==> config.mk <==
export PLATFORM = sky130hd
export DESIGN_NAME = aes_req_arbiter
export DESIGN_NICKNAME = d
export VERILOG_FILES = /design/src/rtl/aes_arb_pkg.sv /design/src/rtl/aes_req_arbiter_rr_arb2.sv /design/src/rtl/aes_req_arbiter.sv
export SDC_FILE = /design/constraint.sdc
export NUM_CORES = 1
export LEC_CHECK = 0
export ABC_AREA = 1
export CORE_AREA = 2 2 449 451
export DETAILED_ROUTE_END_ITERATION = 8
export DIE_AREA = 0 0 451 453
export PLACE_DENSITY = 0.31
export SLEW_MARGIN = 30
export SYNTH_ARGS = -nofsm -noshare
export SYNTH_HDL_FRONTEND = slang
export SYNTH_HIERARCHICAL = 1
export SYNTH_SLANG_ARGS = --single-unit
==> constraint.sdc <==
create_clock -name clk -period 2.3 [get_ports clk]
set_input_delay 0.23 -clock clk [delete_from_list [all_inputs] [get_ports clk]]
set_output_delay 0.23 -clock clk [all_outputs]
set_load 0.02 [all_outputs]
==> src/rtl/aes_arb_pkg.sv <==
`default_nettype none
// ============================================================================
// Module      : aes_arb_pkg
// Description : Shared types and constants for the two-port AES request
//               arbiter (FSM encoding, requester ids, default abort window).
// Revision    : 1.0 - initial release
// ============================================================================
package aes_arb_pkg;

   typedef enum logic [2:0] {
      ST_IDLE  = 3'd0,
      ST_ISSUE = 3'd1,
      ST_BUSY  = 3'd2,
      ST_RESP  = 3'd3
`ifdef AES_ARB_TIMEOUT_EN
      ,ST_ABORT = 3'd4
`endif
   } arbState_t;

   localparam logic c_ID0 = 1'b0;
   localparam logic c_ID1 = 1'b1;

   localparam int c_TIMEOUT_DEFAULT = 64;

endpackage
`default_nettype wire

==> src/rtl/aes_req_arbiter_rr_arb2.sv <==
`default_nettype none
// ============================================================================
// Module      : rr_arb2
// Description : Two-input round-robin grant; the pointer moves only when the
//               grant is actually accepted.
// Revision    : 1.0 - initial release
// ============================================================================
module rr_arb2 (
   input  logic       clk,
   input  logic       rst,
   input  logic [1:0] i_req,
   input  logic       i_accept,
   output logic [1:0] o_grant
);

   logic r_favor1;

   always_comb begin
      o_grant = 2'b00;
      if (i_req[0] && !(i_req[1] && r_favor1)) begin
         o_grant = 2'b01;
      end else if (i_req[1]) begin
         o_grant = 2'b10;
      end
   end

   // Favour whichever port was not just served.
   always_ff @(posedge clk) begin
      if (!rst) begin
         r_favor1 <= 1'b0;
      end else if (i_accept) begin
         r_favor1 <= o_grant[0];
      end
   end

endmodule
`default_nettype wire

==> src/rtl/aes_req_arbiter.sv <==
`default_nettype none
// ============================================================================
// Module      : aes_req_arbiter
// Description : Shares one AES core between two requesters, one block at a
//               time. Define AES_ARB_TIMEOUT_EN to enable the BUSY abort path.
// Revision    : 1.0 - initial release
// ============================================================================
module aes_req_arbiter
   import aes_arb_pkg::*;
#(
   parameter int TIMEOUT_CYCLES = c_TIMEOUT_DEFAULT
) (
   input  logic         clk,
   input  logic         rst,
   input  logic         req0_valid,
   output logic         req0_ready,
   input  logic [127:0] req0_chave,
   input  logic [127:0] req0_palavra,
   input  logic         req1_valid,
   output logic         req1_ready,
   input  logic [127:0] req1_chave,
   input  logic [127:0] req1_palavra,
   output logic         rsp0_valid,
   input  logic         rsp0_ready,
   output logic [127:0] rsp0_cifra,
   output logic         rsp0_err,
   output logic         rsp1_valid,
   input  logic         rsp1_ready,
   output logic [127:0] rsp1_cifra,
   output logic         rsp1_err,
   output logic         aes_start,
   output logic [127:0] aes_chave,
   output logic [127:0] aes_palavra,
   input  logic [127:0] aes_cifra,
   input  logic         aes_done,
   output logic         aes_rst,
   output logic         busy
);

   arbState_t    r_state;
   logic         r_id;
   logic [127:0] r_key;
   logic [127:0] r_pt;
   logic [127:0] r_cifra0;
   logic [127:0] r_cifra1;
   logic         r_rspValid0;
   logic         r_rspValid1;
   logic         r_start;
   logic [1:0]   w_grant;
   logic         w_accept;

   rr_arb2 u_rrArb (
      .clk      (clk),
      .rst      (rst),
      .i_req    ({req1_valid, req0_valid}),
      .i_accept (w_accept),
      .o_grant  (w_grant)
   );

   // Ready is decided in the IDLE cycle itself so the start pulse lands one cycle later.
   assign w_accept   = rst && (r_state == ST_IDLE) && (req0_valid || req1_valid);
   assign req0_ready = w_accept && w_grant[0];
   assign req1_ready = w_accept && w_grant[1];

   assign busy        = (r_state != ST_IDLE);
   assign aes_start   = r_start;
   assign aes_chave   = r_key;
   assign aes_palavra = r_pt;
   assign rsp0_valid  = r_rspValid0;
   assign rsp1_valid  = r_rspValid1;
   assign rsp0_cifra  = r_cifra0;
   assign rsp1_cifra  = r_cifra1;

`ifdef AES_ARB_TIMEOUT_EN
   localparam int c_CNT_W = (TIMEOUT_CYCLES > 1) ? $clog2(TIMEOUT_CYCLES) : 1;

   logic [c_CNT_W-1:0] r_cnt;
   logic               r_err0;
   logic               r_err1;

   assign rsp0_err = r_err0;
   assign rsp1_err = r_err1;
   assign aes_rst  = !rst || (r_state == ST_ABORT);
`else
   assign rsp0_err = 1'b0;
   assign rsp1_err = 1'b0;
   assign aes_rst  = !rst;

   // Without the abort path the window length has no hardware behind it.
   if (TIMEOUT_CYCLES > 0) begin : g_noTimeout
   end
`endif

   always_ff @(posedge clk) begin
      if (!rst) begin
         r_state     <= ST_IDLE;
         r_id        <= c_ID0;
         r_key       <= '0;
         r_pt        <= '0;
         r_cifra0    <= '0;
         r_cifra1    <= '0;
         r_rspValid0 <= 1'b0;
         r_rspValid1 <= 1'b0;
         r_start     <= 1'b0;
`ifdef AES_ARB_TIMEOUT_EN
         r_cnt       <= '0;
         r_err0      <= 1'b0;
         r_err1      <= 1'b0;
`endif
      end else begin
         r_start <= 1'b0;
         case (r_state)
            ST_IDLE: begin
               if (w_accept) begin
                  r_id    <= w_grant[1];
                  r_key   <= w_grant[1] ? req1_chave   : req0_chave;
                  r_pt    <= w_grant[1] ? req1_palavra : req0_palavra;
                  r_start <= 1'b1;
                  r_state <= ST_ISSUE;
               end
            end
            ST_ISSUE: begin
               r_state <= ST_BUSY;
`ifdef AES_ARB_TIMEOUT_EN
               r_cnt   <= '0;
`endif
            end
            ST_BUSY: begin
               if (aes_done) begin
                  r_state <= ST_RESP;
                  r_key   <= '0;
                  r_pt    <= '0;
                  if (r_id == c_ID1) begin
                     r_cifra1    <= aes_cifra;
                     r_rspValid1 <= 1'b1;
                  end else begin
                     r_cifra0    <= aes_cifra;
                     r_rspValid0 <= 1'b1;
                  end
               end
`ifdef AES_ARB_TIMEOUT_EN
               else if (r_cnt == c_CNT_W'(TIMEOUT_CYCLES - 1)) begin
                  r_state <= ST_ABORT;
                  r_key   <= '0;
                  r_pt    <= '0;
               end else begin
                  r_cnt <= r_cnt + 1'b1;
               end
`endif
            end
`ifdef AES_ARB_TIMEOUT_EN
            ST_ABORT: begin
               r_state <= ST_RESP;
               if (r_id == c_ID1) begin
                  r_cifra1    <= '0;
                  r_rspValid1 <= 1'b1;
                  r_err1      <= 1'b1;
               end else begin
                  r_cifra0    <= '0;
                  r_rspValid0 <= 1'b1;
                  r_err0      <= 1'b1;
               end
            end
`endif
            ST_RESP: begin
               if ((r_id == c_ID1) ? rsp1_ready : rsp0_ready) begin
                  r_state     <= ST_IDLE;
                  r_rspValid0 <= 1'b0;
                  r_rspValid1 <= 1'b0;
`ifdef AES_ARB_TIMEOUT_EN
                  r_err0      <= 1'b0;
                  r_err1      <= 1'b0;
`endif
               end
            end
            default: begin
               r_state <= ST_IDLE;
            end
         endcase
      end
   end

endmodule
`default_nettype wire

==> reports/results.txt, run 1 <==
met2 usage in global routing: 26.3%
layout cells sized above 1: 5.78%
Required @ worst endpoint: 2.07 ns
fin nets: 5452
io pins: 1168
Placer Congestion: 0.831
H-Tree Depth: 3
CP Capture Type: primary output
FF/Latch Area: 10400 µm²
mean routed wirelength per cell: 20.6 µm
total global-route track usage: 14.5%
#FFs+latches synth: 519
DP Worst Slack: -0.125 ns
met1 GRT Util: 15.6%
vias: 27200
Max FO, Critical Path: 4
Worst Setup Path Type: reg -> out
LEAKAGE: 0.0165 µW
Post-synth EDFFs: 0
DRC Markers: 0
pwr dens: 1160 nW/µm²
vias in the first global route: 27300
Hold Crit Class: in -> reg
Worst-Skew Late Latency: 0.71 ns
die height: 453 µm
global routing's busiest layer: met2
Slew HR: 33.8%
Worst-path clk slew: 0.05 ns
Synth area leaders: dfxtp_1 44%, nor2_1 17%, nand2_1 13%, nand3_1 6.5%, a21oi_1 5.5%
area fraction of the dominant cell type after synthesis: 44.2%
Yosys cell types: 19
clock skew: 0.0312 ns
Clock Path Buffers: 3
Final WS setup: 0.150 ns
Slew Viols, Final: 0
Synth top cells by count: 1088 x nor2_1, 789 x nand2_1, 519 x dfxtp_1
die area: 204000 µm²
post-layout min period: 2.15 ns
Final setup viols: 0
Post-synth top flop: dfxtp_1
Post-Synthesis Cells: 3701
Reg2Reg Depth: 9
syn avg cell area: 6.35 µm²
Data arrival, critical path: 1.92 ns
worst slew pin tran: 0.994 ns
Final TNS setup: 0 ns
IO Port Bufs: 1165
Die W: 451 µm
ys async rst share: 0%
area delta synth->final: 77.8%
Initial Utilization: 11.8%
DR iter-0 viols: 1347
status: finished clean
setup repair bufs after CTS: 0
floorplan row count: 164
most used standard cell by instance count after synthesis: nor2_1
Startpoint Class: flop
grt ovf: 0
first-pass GRT wire length: 212000 µm
clock root buffer: clkbuf_16
initial antenna violation count: 45
ANT nets after route: 0
Max IR drop VDD: 0.000562 V
Pre-Repair DR Iteration Count: 5
Seq/Total Area, Yosys: 44.2%
synth warn: 6
area of the multi-input gates: 11100 µm²
DPL Wire Length: 117000 µm
clock sinks: 519
routed wire length: 155000 µm
final period utilization: 93.5%
core area: 199000 µm²
area leader, netlist: dfxtp_1
Syn Std Cell Area: 23500 µm²
CTS tree: yes
met3 usage: 4.83%
Max Fclk: 0.465 GHz
vias per cell: 3.60
Worst Hold Depth: 4
maximum capacitance violations: 0
maximum number of pins on one net before global-route repair: 136
layout filler cell count: 22400
number of CTS-inserted buffers: 78
Hold Vio Cnt, Final: 0
[power by group]
group / switching (µW) / internal [µW] / leakage [µW]
Combinational: 14100 / 9140 / 0.0110
Sequential: 1390 / 11400 / 0.00425
Clock: 5110 / 7330 / 0.00127
[state kept, by name, indices dropped and copies added, names as in the netlist]
signal and cells:
r_state 2, rsp0_valid 1, rsp1_valid 1, rsp0_cifra 128
u_rrArb/r_favor1 1, aes_palavra 128, r_id 1, aes_start 1
rsp1_cifra 128, aes_chave 128
[stage by stage]
step | instances | instance area, µm² | hold WS [ns] | power, µW | util, %
after global placement | 7371 | 39000 | 0.447 | 36700 | 19.6
after global routing | 7530 | 41800 | 0.0536 | 52100 | 21.0
after floorplan | 3702 | 23500 | 0.356 | 24700 | -
after CTS | 7516 | 41800 | 0.00420 | 49700 | 21.0
final | 7535 | 41800 | 0.0791 | 48400 | 21.0
after detailed placement | 7371 | 39000 | 0.451 | 36600 | 19.6
[final cells by class]
type                    count  area share [%]
clock inverters            26           0.922
diodes                     19           0.114
flip-flops and latches    519            24.8
repair buffers           1307            32.2
multi-input cells        2663            26.5
clock buffers             112            5.31
inverters                 233            2.15
well taps                2656            7.95
[critical path: stages (launching register included)]
cell	delay (ns)
dfxtp_1	0.33
inv_2	0.09
ha_4	0.17
nand2_1	0.11
nor2_4	0.17
inv_2	0.07
nor2_4	0.11
buf_8	0.15
[routing by layer]
layer	vias up	routed length, µm	share of wire, %
met5	-	184	0.12
met4	28	3860	2.5
met3	188	11500	7.4
met2	795	79900	52
met1	12400	59500	38
li1	13700	-	-
[final timing paths]
path,startpoint,end,slack (ns)
setup / recovery,r_state[0],req0_ready,0.15
hold / removal,rst,aes_chave[117],0.08
setup reg to reg,r_state[0],aes_chave[51],0.18
hold reg to reg,rsp1_cifra[106],rsp1_cifra[106],0.46
[placed cells by master, fill, tap and decap left out, drive strengths merged, types with 4 or more instances in the layout]
master	synthesis	final
nand3	304	304
clkdlybuf4s50	0	1157
bufinv	0	5
clkbuf	177	113
a21oi	257	257
inv	232	236
dlygate4sd2	0	4
buf	110	140
clkinv	1	17
o21ai	212	212
nand2	791	791
dfxtp	519	519
diode	0	19
nor2	1091	1091
dlygate4sd3	0	5
[cell families (layout without fill, tap and decap cells)]
family | after synthesis | count (layout) | synth area share (%)
and+or+nand+nor | 2189 | 2189 | 36.7
buffers and inverters | 520 | 1678 | 8.99
other | 1 | 21 | 0.0159
DFF | 519 | 519 | 44.2
adders and majority gates | 3 | 3 | 0.160
AOI/OAI and AO/OA | 469 | 469 | 9.98
[what timing repair did]
action                                  CTS  global route
endpoints found under the hold margin    33             0
pin swaps                                 1             1
hold buffers                              7             0
resized for setup                        13             5
endpoints found under the setup margin    6            23
(Power assumes the default switching activity.)
==> run 2, diff against run 1 <==
--- a/config.mk
+++ b/config.mk
@@ -9,6 +9,7 @@
 export CORE_AREA = 2 2 449 451
 export DETAILED_ROUTE_END_ITERATION = 8
 export DIE_AREA = 0 0 451 453
+export GPL_ROUTABILITY_DRIVEN = 0
 export PLACE_DENSITY = 0.31
 export SLEW_MARGIN = 30
 export SYNTH_ARGS = -nofsm -noshare
==> results of run 2 <==
No change in the layout: final DEF, timing and power equal those of run 1.
